<file path="src/rtl/pipe_stall_ctrl.sv">
// Stall/flush controller for the 5-stage RV32 pipeline, with a watchdog on the multi-cycle unit.
// Define PIPE_STALL_CNT_EN to build the saturating stall-cycle counter and its stall_cycles_o port.
module pipe_stall_ctrl #(
    parameter int MC_MAX = 64,
    parameter int CNT_W  = 32
) (
    input  logic             clk,
    input  logic             rst,
    input  logic             dmem_req_i,
    input  logic             dmem_ready_i,
    input  logic             mc_start_i,
    input  logic             mc_done_i,
    input  logic             branch_taken_i,
    input  logic             load_use_i,
    output logic [4:0]       stage_en_o,
    output logic [4:0]       flush_o,
    output logic             trap_o,
    output logic [1:0]       state_o
`ifdef PIPE_STALL_CNT_EN
    ,
    output logic [CNT_W-1:0] stall_cycles_o
`endif
);

    localparam int CW = $clog2(MC_MAX);
    localparam logic [CW-1:0] CNT_LAST = CW'(MC_MAX - 1);

    // Stage vectors are {MEM/WB, EX/MEM, ID/EX, IF/ID, PC}.
    localparam logic [4:0] EN_ALL  = 5'b11111;
    localparam logic [4:0] EN_MC   = 5'b11000;
    localparam logic [4:0] EN_LU   = 5'b11100;
    localparam logic [4:0] FL_TRAP = 5'b01110;
    localparam logic [4:0] FL_MC   = 5'b01000;
    localparam logic [4:0] FL_BR   = 5'b00110;
    localparam logic [4:0] FL_LU   = 5'b00100;

    typedef enum logic [1:0] {
        S_RUN     = 2'd0,
        S_MC_WAIT = 2'd1,
        S_TRAP    = 2'd2
    } state_e;

    if (MC_MAX < 2) begin : g_bad_mc_max
        $error("pipe_stall_ctrl: MC_MAX must be at least 2");
    end
    if (CNT_W < 1) begin : g_bad_cnt_w
        $error("pipe_stall_ctrl: CNT_W must be at least 1");
    end

    state_e          state_q, state_d;
    logic [CW-1:0]   cnt_q, cnt_d;
    logic [4:0]      en_c, flush_c;
    logic            trap_c;
    logic            mem_stall, in_wait, in_trap, mc_busy;

    assign mem_stall = dmem_req_i && !dmem_ready_i;
    assign in_wait   = (state_q == S_MC_WAIT);
    assign in_trap   = (state_q == S_TRAP);
    // The unused encoding behaves as RUN so the FSM always recovers.
    assign mc_busy   = (!in_wait && !in_trap && mc_start_i) || (in_wait && !mc_done_i);

    always_comb begin
        state_d = state_q;
        cnt_d   = cnt_q;
        en_c    = '0;
        flush_c = '0;
        trap_c  = 1'b0;
        if (!mem_stall) begin
            if (in_trap) begin
                en_c    = EN_ALL;
                flush_c = FL_TRAP;
                trap_c  = 1'b1;
                state_d = S_RUN;
            end else if (mc_busy) begin
                en_c    = EN_MC;
                flush_c = FL_MC;
                if (in_wait) begin
                    if (cnt_q == CNT_LAST) begin
                        state_d = S_TRAP;
                    end else begin
                        cnt_d = cnt_q + 1'b1;
                    end
                end else begin
                    state_d = S_MC_WAIT;
                    cnt_d   = '0;
                end
            end else begin
                state_d = S_RUN;
                if (branch_taken_i) begin
                    en_c    = EN_ALL;
                    flush_c = FL_BR;
                end else if (load_use_i) begin
                    en_c    = EN_LU;
                    flush_c = FL_LU;
                end else begin
                    en_c    = EN_ALL;
                end
            end
        end
    end

    always_ff @(posedge clk or negedge rst) begin
        if (!rst) begin
            state_q <= S_RUN;
            cnt_q   <= '0;
        end else begin
            state_q <= state_d;
            cnt_q   <= cnt_d;
        end
    end

    // Reset must silence the controls immediately, not at the next edge.
    assign stage_en_o = rst ? en_c    : '0;
    assign flush_o    = rst ? flush_c : '0;
    assign trap_o     = rst && trap_c;
    assign state_o    = state_q;

`ifdef PIPE_STALL_CNT_EN
    logic [CNT_W-1:0] stall_cnt_q, stall_cnt_d;

    always_comb begin
        stall_cnt_d = stall_cnt_q;
        if (!en_c[0] && !(&stall_cnt_q)) begin
            stall_cnt_d = stall_cnt_q + 1'b1;
        end
    end

    always_ff @(posedge clk or negedge rst) begin
        if (!rst) begin
            stall_cnt_q <= '0;
        end else begin
            stall_cnt_q <= stall_cnt_d;
        end
    end

    assign stall_cycles_o = stall_cnt_q;
`endif

endmodule

</file>
<file path="config.mk">
export PLATFORM = sky130hd
export DESIGN_NAME = pipe_stall_ctrl
export DESIGN_NICKNAME = d
export VERILOG_FILES = /design/src/rtl/pipe_stall_ctrl.sv
export SDC_FILE = /design/constraint.sdc
export NUM_CORES = 1
export LEC_CHECK = 0
export CAP_MARGIN = 20
export CORE_AREA = 2 2 39 41
export CTS_BUF_LIST = sky130_fd_sc_hd__clkbuf_8
export CTS_CLUSTER_DIAMETER = 30
export CTS_CLUSTER_SIZE = 14
export DETAILED_ROUTE_END_ITERATION = 12
export DIE_AREA = 0 0 41 43
export GPL_TIMING_DRIVEN = 0
export HOLD_SLACK_MARGIN = 0.12
export PLACE_DENSITY = 0.8
export SYNTH_ARGS = -nofsm -noshare
export SYNTH_HDL_FRONTEND = slang
export SYNTH_SLANG_ARGS = --single-unit
</file>
<file path="constraint.sdc">
create_clock -name clk -period 5.4 [get_ports clk]
set_clock_uncertainty 0.2 [all_clocks]
set_input_delay 0.81 -clock clk [delete_from_list [all_inputs] [get_ports clk]]
set_output_delay 0.81 -clock clk [all_outputs]
set_load 0.01 [all_outputs]
</file>
==> results.yml <==
outcome:
  status: "finished clean"
critical_path:
  critPathBufInv: 3
  worstSetupStartpoint: "rst"
  worstReg2RegStart: "state_o[0]"
  criticalPathCategory: "input port to primary output"
  path_max_fanout: 9
  worstPathArrival_ps: 2630
  cp_cell_sequence: "clkdlybuf4s50_1 -> nand2_1 -> a21oi_1 -> buf_4 -> clkdlybuf4s50_1"
  critPathLaunchType: "input port"
  path_common_cell: "clkdlybuf4s50_1"
  cp_slowest_cell: "clkdlybuf4s50_1"
  required_ps: 4390
  end_kind: "primary output"
  cpPeakStageDelay_ps: 710
  cpLargestDelayFamily: "buffers and inverters"
sta:
  rsz0062_at_grt: "false"
  fmax_mhz: 275
  finalSetupTns_ps: 0
  fin_crit_sh: 0.673
  hold_viol_final: 0
  fin_crit_ps: 3640
  setup_viol: 0
  drv_slew: 0
synth:
  synthCells: 76
  netlist_area_um2: 604
  synth_edf_count: 0
  synth.distinct_cells: 26
  ys.flop_type: "dfrtp_1"
  yosys.area.top_type: "dfrtp_1"
  ys_warn_count: 0
  ys_top_cells_by_area: "dfrtp_1 33%, a21oi_1 9.1%, ha_1 6.2%, nand2_1 6.2%, buf_4 5.0%"
  syn_area_per_cell_um2: 7.95
  ys_seq_area_frac: 0.331
  yosys_register_bits: 8
  yosysTopAreaCellShare: 0.331
  synthArstFlopShare: 1.00
floorplan:
  ios: 21
  die_area_mm2: 0.00176
  die_y_um: 43
  start_util: 0.437
  core_area_mm2: 0.00138
  row_count: 14
  dieWidth_um: 41
route:
  via_per_inst: 5.52
  drt-initial-drc-count: 7
  wl_met3_um: 107
  vias: 629
  antenna_left: 0
  route.met2.wl_um: 618
  drc: 0
  wl_per_cell_um: 11.6
  firstDrtPassIters: 4
  drt-total-wl_mm: 1.32
  drt-met1-wl_um: 561
  routed.top_layer: "met4"
placed_design:
  gp_congestion: 0.853
  place_area_um2: 808
  io_buffers: 18
  hpwl_um: 995
cells_and_area:
  layout-drive-gt1-share: 0.102
  synthToLayoutAreaGrowth_pct: 40.6
  finish.utilization: 0.614
  fillers: 127
  nets: 111
  design_area_um2: 850
  sequential_cell_area_um2: 200
  antenna_cells: 0
  multi_input_area_um2: 347
worst_hold_path:
  hp-start: "state_o[0]"
  hold_class: "register to register"
clock_network:
  ctsHoldBuffers: 0
  cts_setup_buffers: 0
  clk_pin_slew_ps: 40
  cts_buffers: 3
  clock_sinks: 8
  clockRootBuffer: "clkbuf_8"
  cts_tree: "yes"
  cts-resized-gates: 0
  clock_latency_ps: 240
  clockBufferDepth: 2
  h-tree-depth: 1
power:
  powerDensity_mw_per_mm2: 347
  ir_drop_v: 0.000270
  leakagePower_nw: 0.366
global_routing:
  grt_first_pass_wirelength_mm: 2.19
  antenna_found_initial: 0
  grt_pass1_vias: 543
  grt.total_usage: 0.186
  grt_overflow_total: 0
  grt_max_degree: 11
flow_run:
  drv_cap: 0
placed cells by master, fill, tap and decap left out:
cell type	count
nand2_1	10
nor2b_1	1
mux2i_1	1
ha_1	3
o31ai_1	2
a41o_1	1
a221o_1	1
nor2_1	5
dfrtp_1	8
a211oi_1	1
clkdlybuf4s50_1	18
a21oi_1	11
a41oi_1	2
inv_1	6
clkbuf_1	1
and3_4	1
o21ai_0	4
and3_1	1
buf_2	1
a31oi_1	1
clkbuf_8	3
conb_1	2
and2_1	1
nand3_4	1
nand2b_1	2
buf_4	4
o22ai_1	3
nand3_1	3
layer usage:
layer / vias to the layer above / global-route usage
li1: 316 / -
met5: - / 0
met3: 5 / 0.0628
met4: 0 / 0.107
met1: 281 / 0.231
met2: 27 / 0.269
cell usage after synthesis (2+ instances only):
master,count
o22ai_1,3
a41oi_1,2
o21ai_0,4
nor2_1,5
a21oi_1,11
inv_1,6
nand2_1,10
dfrtp_1,8
o31ai_1,2
nand2b_1,2
buf_4,4
nand3_1,3
ha_1,3
through the flow:
stage / setup WS, ps / hold slack, ps / cells / total power [mW]
6_report: 1760 / 388 / 114 / 0.295
5_1_grt: 1580 / 418 / 114 / 0.319
4_1_cts: 1740 / 389 / 114 / 0.296
3_5_place_dp: 1740 / 380 / 111 / 0.220
3_3_place_gp: 1750 / 374 / 111 / 0.219
2_1_floorplan: 2780 / 314 / 77 / 0.173
power breakdown:
part           switching [mW]  internal [mW]  leakage [nW]
clock                  0.0244         0.0483        0.0216
combinational          0.0695         0.0639         0.235
sequential             0.0154         0.0730         0.109
flip-flops by register name, indices dropped and copies added, names as in the netlist:
register	flops
cnt_q	6
state_o	2
cell type report:
type | instances | share of cell area
repair buffers | 18 | 0.212
flip-flops and latches | 8 | 0.236
plain buffers | 6 | 0.0457
well taps | 16 | 0.0236
clock buffers | 3 | 0.0486
multi-input cells | 57 | 0.408
inverters | 6 | 0.0265
worst paths after layout:
kind                                  to  slack [ps]  cells after the start
max                        stage_en_o[1]        1760                      5
min                           state_o[0]         390                      2
max reg2reg                     cnt_q[0]        3470                      7
min reg2reg                   state_o[0]         390                      2
max in group asynchronous     state_o[1]        4040                      1
min in group asynchronous       cnt_q[1]         670                      1
cell families after synthesis:
| family | share of synthesized area |
|---|---|
| AO/OA/AOI/OAI | 0.265 |
| adder cells (fa/ha/maj) | 0.0621 |
| buffers and inverters | 0.101 |
| flip-flops | 0.331 |
| multiplexers | 0.0166 |
| other | 0.00621 |
| AND/OR/NAND/NOR | 0.217 |
worst register-to-register path: cells and delay by family, from the launching register on:
kind | cells | cell delay, ps
adders and majority gates | 1 | 280
DFF | 1 | 360
and+or+nand+nor | 1 | 80
AOI/OAI and AO/OA | 3 | 580
buffers and inverters | 2 | 330
Note: power is estimated with default switching activity, not from simulation.
